`config.mk`:
```
export PLATFORM = sky130hd
export DESIGN_NAME = msg_pad_buf
export DESIGN_NICKNAME = d
export VERILOG_FILES = /design/src/rtl/msg_pad_buf.sv
export SDC_FILE = /design/constraint.sdc
export NUM_CORES = 2
export LEC_CHECK = 0
export ABC_CLOCK_PERIOD_IN_PS = 20400
export CAP_MARGIN = 20
export CORE_MARGIN = 10
export CORE_UTILIZATION = 50
export CTS_CLUSTER_SIZE = 12
export DETAILED_ROUTE_END_ITERATION = 6
export PLACE_DENSITY = 0.8
export SYNTH_ARGS = -nofsm -noshare
export SYNTH_HDL_FRONTEND = slang
export SYNTH_SLANG_ARGS = --single-unit
```
`constraint.sdc`:
```
create_clock -name clk -period 20.4 [get_ports clk]
set_clock_uncertainty 0.2 [all_clocks]
set_input_delay 3.06 -clock clk [delete_from_list [all_inputs] [get_ports clk]]
set_output_delay 3.06 -clock clk [all_outputs]
set_load 0.005 [all_outputs]
```
`src/rtl/msg_pad_buf.sv`:
```
// msg_pad_buf
//   Packs big-endian 32-bit message words into BLK_W-word hash blocks and
//   appends SHA-2 padding: 0x80 marker, zero fill, LEN_W-bit message length.
//   An extra block is emitted when the marker or length does not fit.
//
// Ports
//   clk, rst (async, active-high), clr (sync abort)
//   in_valid/in_ready/in_data/in_bytes/in_last : word stream from host/DMA
//   blk_valid/blk_ready/blk_data               : block handshake to the core
//   blk_first/blk_last                         : block position in its message
module msg_pad_buf #(
   parameter int unsigned BLK_W = 16,
   parameter int unsigned LEN_W = 64
) (
   input  logic                  clk,
   input  logic                  rst,
   input  logic                  clr,
   input  logic                  in_valid,
   output logic                  in_ready,
   input  logic [31:0]           in_data,
   input  logic [2:0]            in_bytes,
   input  logic                  in_last,
   output logic                  blk_valid,
   input  logic                  blk_ready,
   output logic [BLK_W*32-1:0]   blk_data,
   output logic                  blk_first,
   output logic                  blk_last
);

   localparam int unsigned PW      = $clog2(BLK_W);
   localparam int unsigned LW      = LEN_W / 32;
   localparam int unsigned LEN_POS = BLK_W - LW;   // index of first length word

   typedef enum logic [1:0] {FILL, PAD, HOLD, XBLK} state_t;

   state_t            state, state_nxt;
   logic [31:0]       mem [BLK_W];
   logic [PW-1:0]     wptr;
   logic [LEN_W-1:0]  len_cnt;
   logic              pad_pend, len_pend, first_flg;
   logic [2:0]        tail_bytes;

   logic              accept, wptr_end;
   logic [2:0]        eff_bytes;
   logic [31:0]       byte_mask, pad_word;
   logic [PW:0]       pad_idx;
   logic              wrap_pad, fits;

   assign in_ready  = (state == FILL) & ~rst;
   assign blk_valid = (state == HOLD);
   assign accept    = in_valid & in_ready;
   assign wptr_end  = (wptr == PW'(BLK_W - 1));

   always_comb begin
      for (int unsigned i = 0; i < BLK_W; i++)
         blk_data[(BLK_W - i) * 32 - 1 -: 32] = mem[i];
   end

   // Out-of-range byte counts are handled as a full word
   always_comb begin
      eff_bytes = (in_bytes > 3'd4) ? 3'd4 : in_bytes;
      case (eff_bytes)
         3'd0:    byte_mask = 32'h0000_0000;
         3'd1:    byte_mask = 32'hFF00_0000;
         3'd2:    byte_mask = 32'hFFFF_0000;
         3'd3:    byte_mask = 32'hFFFF_FF00;
         default: byte_mask = 32'hFFFF_FFFF;
      endcase
   end

   // Marker position: a full tail word pushes the marker to byte 0 of the next word
   always_comb begin
      case (tail_bytes)
         3'd1:    pad_word = 32'h0080_0000;
         3'd2:    pad_word = 32'h0000_8000;
         3'd3:    pad_word = 32'h0000_0080;
         default: pad_word = 32'h8000_0000;
      endcase
      pad_idx  = {1'b0, wptr} + {{PW{1'b0}}, (tail_bytes == 3'd4)};
      wrap_pad = (tail_bytes == 3'd4) && wptr_end;
      fits     = (32'(pad_idx) < LEN_POS);
   end

   always_comb begin
      state_nxt = state;
      case (state)
         FILL: if (accept) begin
            if (in_last)       state_nxt = PAD;
            else if (wptr_end) state_nxt = HOLD;
         end
         PAD:  state_nxt = HOLD;
         HOLD: if (blk_ready) state_nxt = (pad_pend | len_pend) ? XBLK : FILL;
         XBLK: state_nxt = HOLD;
         default: state_nxt = FILL;
      endcase
      if (clr) state_nxt = FILL;
   end

   always_ff @(posedge clk or posedge rst) begin
      if (rst) state <= FILL;
      else     state <= state_nxt;
   end

   always_ff @(posedge clk or posedge rst) begin
      if (rst) begin
         for (int unsigned i = 0; i < BLK_W; i++) mem[i] <= '0;
         wptr       <= '0;
         len_cnt    <= '0;
         pad_pend   <= 1'b0;
         len_pend   <= 1'b0;
         first_flg  <= 1'b1;
         tail_bytes <= '0;
         blk_first  <= 1'b0;
         blk_last   <= 1'b0;
      end else if (clr) begin
         for (int unsigned i = 0; i < BLK_W; i++) mem[i] <= '0;
         wptr       <= '0;
         len_cnt    <= '0;
         pad_pend   <= 1'b0;
         len_pend   <= 1'b0;
         first_flg  <= 1'b1;
         tail_bytes <= '0;
         blk_first  <= 1'b0;
         blk_last   <= 1'b0;
      end else begin
         case (state)
            FILL: if (accept) begin
               if (in_last) begin
                  mem[wptr]  <= in_data & byte_mask;
                  len_cnt    <= len_cnt + LEN_W'({eff_bytes, 3'b000});
                  tail_bytes <= eff_bytes;
               end else begin
                  mem[wptr] <= in_data;
                  len_cnt   <= len_cnt + LEN_W'(32);
                  wptr      <= wptr_end ? '0 : wptr + 1'b1;
                  if (wptr_end) begin
                     blk_first <= first_flg;
                     blk_last  <= 1'b0;
                  end
               end
            end
            PAD: begin
               blk_first <= first_flg;
               if (wrap_pad) begin
                  pad_pend <= 1'b1;
                  blk_last <= 1'b0;
               end else begin
                  // Bytes after the tail were stored as zero, so OR places the marker
                  mem[pad_idx[PW-1:0]] <= mem[pad_idx[PW-1:0]] | pad_word;
                  if (fits) begin
                     for (int unsigned k = 0; k < LW; k++)
                        mem[LEN_POS + k] <= len_cnt[LEN_W - 1 - 32 * k -: 32];
                     blk_last <= 1'b1;
                  end else begin
                     len_pend <= 1'b1;
                     blk_last <= 1'b0;
                  end
               end
            end
            HOLD: if (blk_ready) begin
               first_flg <= blk_last;
               for (int unsigned i = 0; i < BLK_W; i++) mem[i] <= '0;
               wptr <= '0;
               if (blk_last) len_cnt <= '0;
            end
            XBLK: begin
               for (int unsigned k = 0; k < LW; k++)
                  mem[LEN_POS + k] <= len_cnt[LEN_W - 1 - 32 * k -: 32];
               if (pad_pend) mem[0] <= 32'h8000_0000;
               pad_pend  <= 1'b0;
               len_pend  <= 1'b0;
               blk_first <= first_flg;
               blk_last  <= 1'b1;
            end
            default: ;
         endcase
      end
   end

endmodule

```
==> flow_metrics.py <==
metrics = {
    "clock_tree": {
        "clkSlewWorstSetupHoldPaths_ps": 60,
        "cts_hold_buf": 0,
        "max-clock-path-buffers": 3,
        "cts_setup_buffers": 0,
        "clock-sinks": 587,
        "h-tree-depth": 3,
        "numCtsBuffers": 69,
        "cts-root-buf": "clkbuf_16",
        "clock_latency_ps": 630,
        "cts_resized": 0,
        "cts_tree": "yes",
    },
    "final_layout": {
        "area_delta_synth_final_pct": 21.8,
        "layout.nets": 4715,
        "fin_cells": 5675,
        "seq_area_um2": 14700,
        "multiInputGateArea_um2": 20000,
        "fillers": 6119,
        "drive_gt1_share_pct": 9.03,
    },
    "worst_setup_path": {
        "critPathArrivalTime_ps": 4260,
        "cp_max_fo": 4,
        "critPathKind": "input port to output port",
        "cp-start-kind": "input port",
        "required_ps": 17140,
        "worst_setup_path_end_kind": "output port",
    },
    "synth": {
        "ys_seq_area_share_pct": 39.7,
        "syn_area_um2": 37000,
        "syn_area_per_cell_um2": 8.46,
        "synthTopCellsByArea": "dfrtp_1 (40%), a21oi_1 (8.9%), o21ai_0 (7.7%), mux4_2 (7.6%), nand2_1 (4.2%)",
        "synth_top_cell_by_area": "dfrtp_1",
        "synth_top_area_share_pct": 39.6,
        "syn-num-nets": 4429,
        "synth-edff-count": 0,
        "syn_inst": 4374,
        "ys_types": 89,
        "synth-seq-cells": 587,
        "yosysMostFrequentCell": "a21oi_1",
        "yosys-top-cells-count": "a21oi_1 (657), dfrtp_1 (586), o21ai_0 (573)",
        "synth-main-ff-cell": "dfrtp_1",
        "synth_warnings": 0,
        "synth-async-reset-ratio_pct": 100,
    },
    "placed_design": {
        "place_inst": 5543,
        "numPortBuffers": 556,
        "gp_congestion": 1.01,
        "dp_hpwl_um": 119000,
    },
    "grt": {
        "grt_pass1_vias": 37297,
        "grt_max_degree": 204,
        "grt_pass1_wl_um": 252000,
        "antenna_found_initial": 11,
        "grt_use_total_pct": 38.7,
        "overflow": 0,
    },
    "routing": {
        "drc": 3,
        "drtIter0Drc": 6321,
        "vias": 39676,
        "wl_per_cell_um": 30.3,
        "avgViaCountPerCell": 6.99,
        "wl_um": 172000,
        "postRouteAntennaNets": 0,
        "drt-pass1-iter-count": 7,
    },
    "timing": {
        "finalHoldViolCount": 0,
        "tightest_slew_ps": 1200,
        "slew_viol_final": 0,
        "finalSetupTns_ps": 0,
        "layout_min_cycle_time_ps": 7520,
        "fin_crit_sh_pct": 36.9,
        "slew_headroom_pct": 20.1,
        "rsz0062_at_grt": "false",
        "max_freq_ghz": 0.133,
        "setup_viol": 0,
    },
    "floorplanning": {
        "ios": 557,
        "rows": 99,
        "fp.dieW_um": 292,
        "start_util_pct": 50.6,
        "die_y_um": 292,
        "core_um2": 73200,
        "dieArea_um2": 85300,
    },
    "outcome": {
        "status": "finished with violations",
        "violations": "DRC",
    },
    "power": {
        "vdd_drop_max_v": 0.000101,
        "p_leak_nw": 17.7,
        "cellPowerDensity_nw_per_um2": 156,
        "pwr-share-comb_pct": 53.8,
        "p_int_mw": 3.82,
        "clkPwrFrac_pct": 17.9,
        "power_switching_mw": 3.22,
        "pwr-share-seq_pct": 28.2,
        "netSwitchingFraction_pct": 45.8,
    },
    "min_path": {
        "hp-class": "flip-flop to flip-flop",
    },
    "run": {
        "drv_cap": 0,
    },
}
==> area by class of cell <==
| cell class | count | area share, % |
|---|---|---|
| diodes | 7 | 0.0389 |
| well taps | 959 | 2.66 |
| repair buffers | 645 | 14.0 |
| clock inverters | 21 | 0.414 |
| multi-input cells | 3186 | 44.4 |
| clock buffers | 99 | 4.51 |
| flip-flops and latches | 587 | 32.6 |
| inverters | 171 | 1.45 |
==> power by group through the flow <==
stage / clock network (mW) / logic [mW] / registers [mW]
finish: 1.26 / 3.79 / 1.99
global route: 1.30 / 3.99 / 2.01
CTS: 1.25 / 3.67 / 1.96
detailed placement: 0 / 3.65 / 1.97
global placement: 0 / 3.56 / 1.96
floorplan: 0 / 2.07 / 1.83
==> registers in the layout (all words and copies together) (netlist names) <==
register	flops
len_pend	1
len_cnt	61
blk_last	1
pad_pend	1
wptr	4
first_flg	1
tail_bytes	3
state	2
blk_first	1
blk_data	512
==> per-layer routing <==
layer,track usage [%],wire length [um],vias up
li1,-,-,16434
met1,46.5,58000,19045
met2,58.4,74400,3470
met3,12.9,25300,719
met4,26.9,14500,8
met5,0,50,-
==> final timing paths <==
kind | from | end | slack (ps) | cells after the start
worst max-delay path | rst | in_ready | 12880 | 3
worst min-delay path | blk_data[347] | blk_data[347] | 300 | 2
worst max register to register | wptr[0] | blk_data[31] | 14830 | 9
worst min register to register | blk_data[347] | blk_data[347] | 300 | 2
max in group asynchronous | rst | blk_data[354] | 14800 | 4
min in group asynchronous | rst | blk_data[32] | 2820 | 2
==> layout by cell type (no fill, tap or decap), types with 12 or more instances in the layout <==
cell | synthesis | final
o221ai_1 | 15 | 15
clkinv_2 | 0 | 12
dfrtp_1 | 586 | 586
a21o_1 | 43 | 43
o21ai_0 | 573 | 572
and2_1 | 24 | 24
nor3_1 | 21 | 20
o21a_1 | 170 | 170
nand2_1 | 415 | 415
nor2b_1 | 23 | 17
nor2_1 | 318 | 316
o21ai_1 | 74 | 74
a21oi_1 | 657 | 645
mux4_2 | 125 | 125
nor4_1 | 31 | 31
clkdlybuf4s50_1 | 0 | 555
a21boi_0 | 40 | 40
buf_4 | 5 | 81
a21oi_2 | 8 | 20
a31oi_1 | 21 | 20
a21boi_1 | 22 | 22
clkbuf_1 | 340 | 12
nand3_1 | 47 | 46
nand2b_1 | 19 | 17
o211ai_1 | 30 | 30
o22ai_1 | 162 | 162
nand4_1 | 18 | 18
a22o_1 | 60 | 60
a22oi_1 | 49 | 49
xor2_1 | 21 | 21
clkbuf_16 | 0 | 70
and3_1 | 15 | 14
inv_1 | 170 | 168
o31ai_1 | 14 | 13
or3_1 | 12 | 12
xnor2_1 | 12 | 12
clkbuf_8 | 0 | 17
==> per-stage QoR <==
step / instance area, um^2 / util [%] / setup WS, ps / hold slack (ps) / total power [mW]
after detailed placement: 42800 / 58.4 / 12880 / 288 / 5.62
after global placement: 42700 / 58.4 / 12850 / 278 / 5.52
final: 45100 / 61.6 / 12880 / 303 / 7.03
after CTS: 45000 / 61.4 / 12880 / 301 / 6.87
after floorplan: 37000 / - / 715 / 280 / 3.90
after global routing: 45100 / 61.5 / 12860 / 328 / 7.30
==> critical path: stages <==
cell	delay [ps]
clkdlybuf4s50_1	540
nor2_1	130
clkdlybuf4s50_1	530
==> kinds of logic (layout without fill, tap and decap cells) <==
group	after synthesis	in the layout	share of synthesized area, %
compound gates	2008	2008	32.3
buf+inv	601	936	6.79
fa+ha+maj	14	14	0.494
other cells	0	7	0
mux	135	135	7.92
xor+xnor	35	35	0.930
simple gates	994	994	11.9
flops	587	587	39.7
Note: power is estimated with default switching activity, not from simulation.
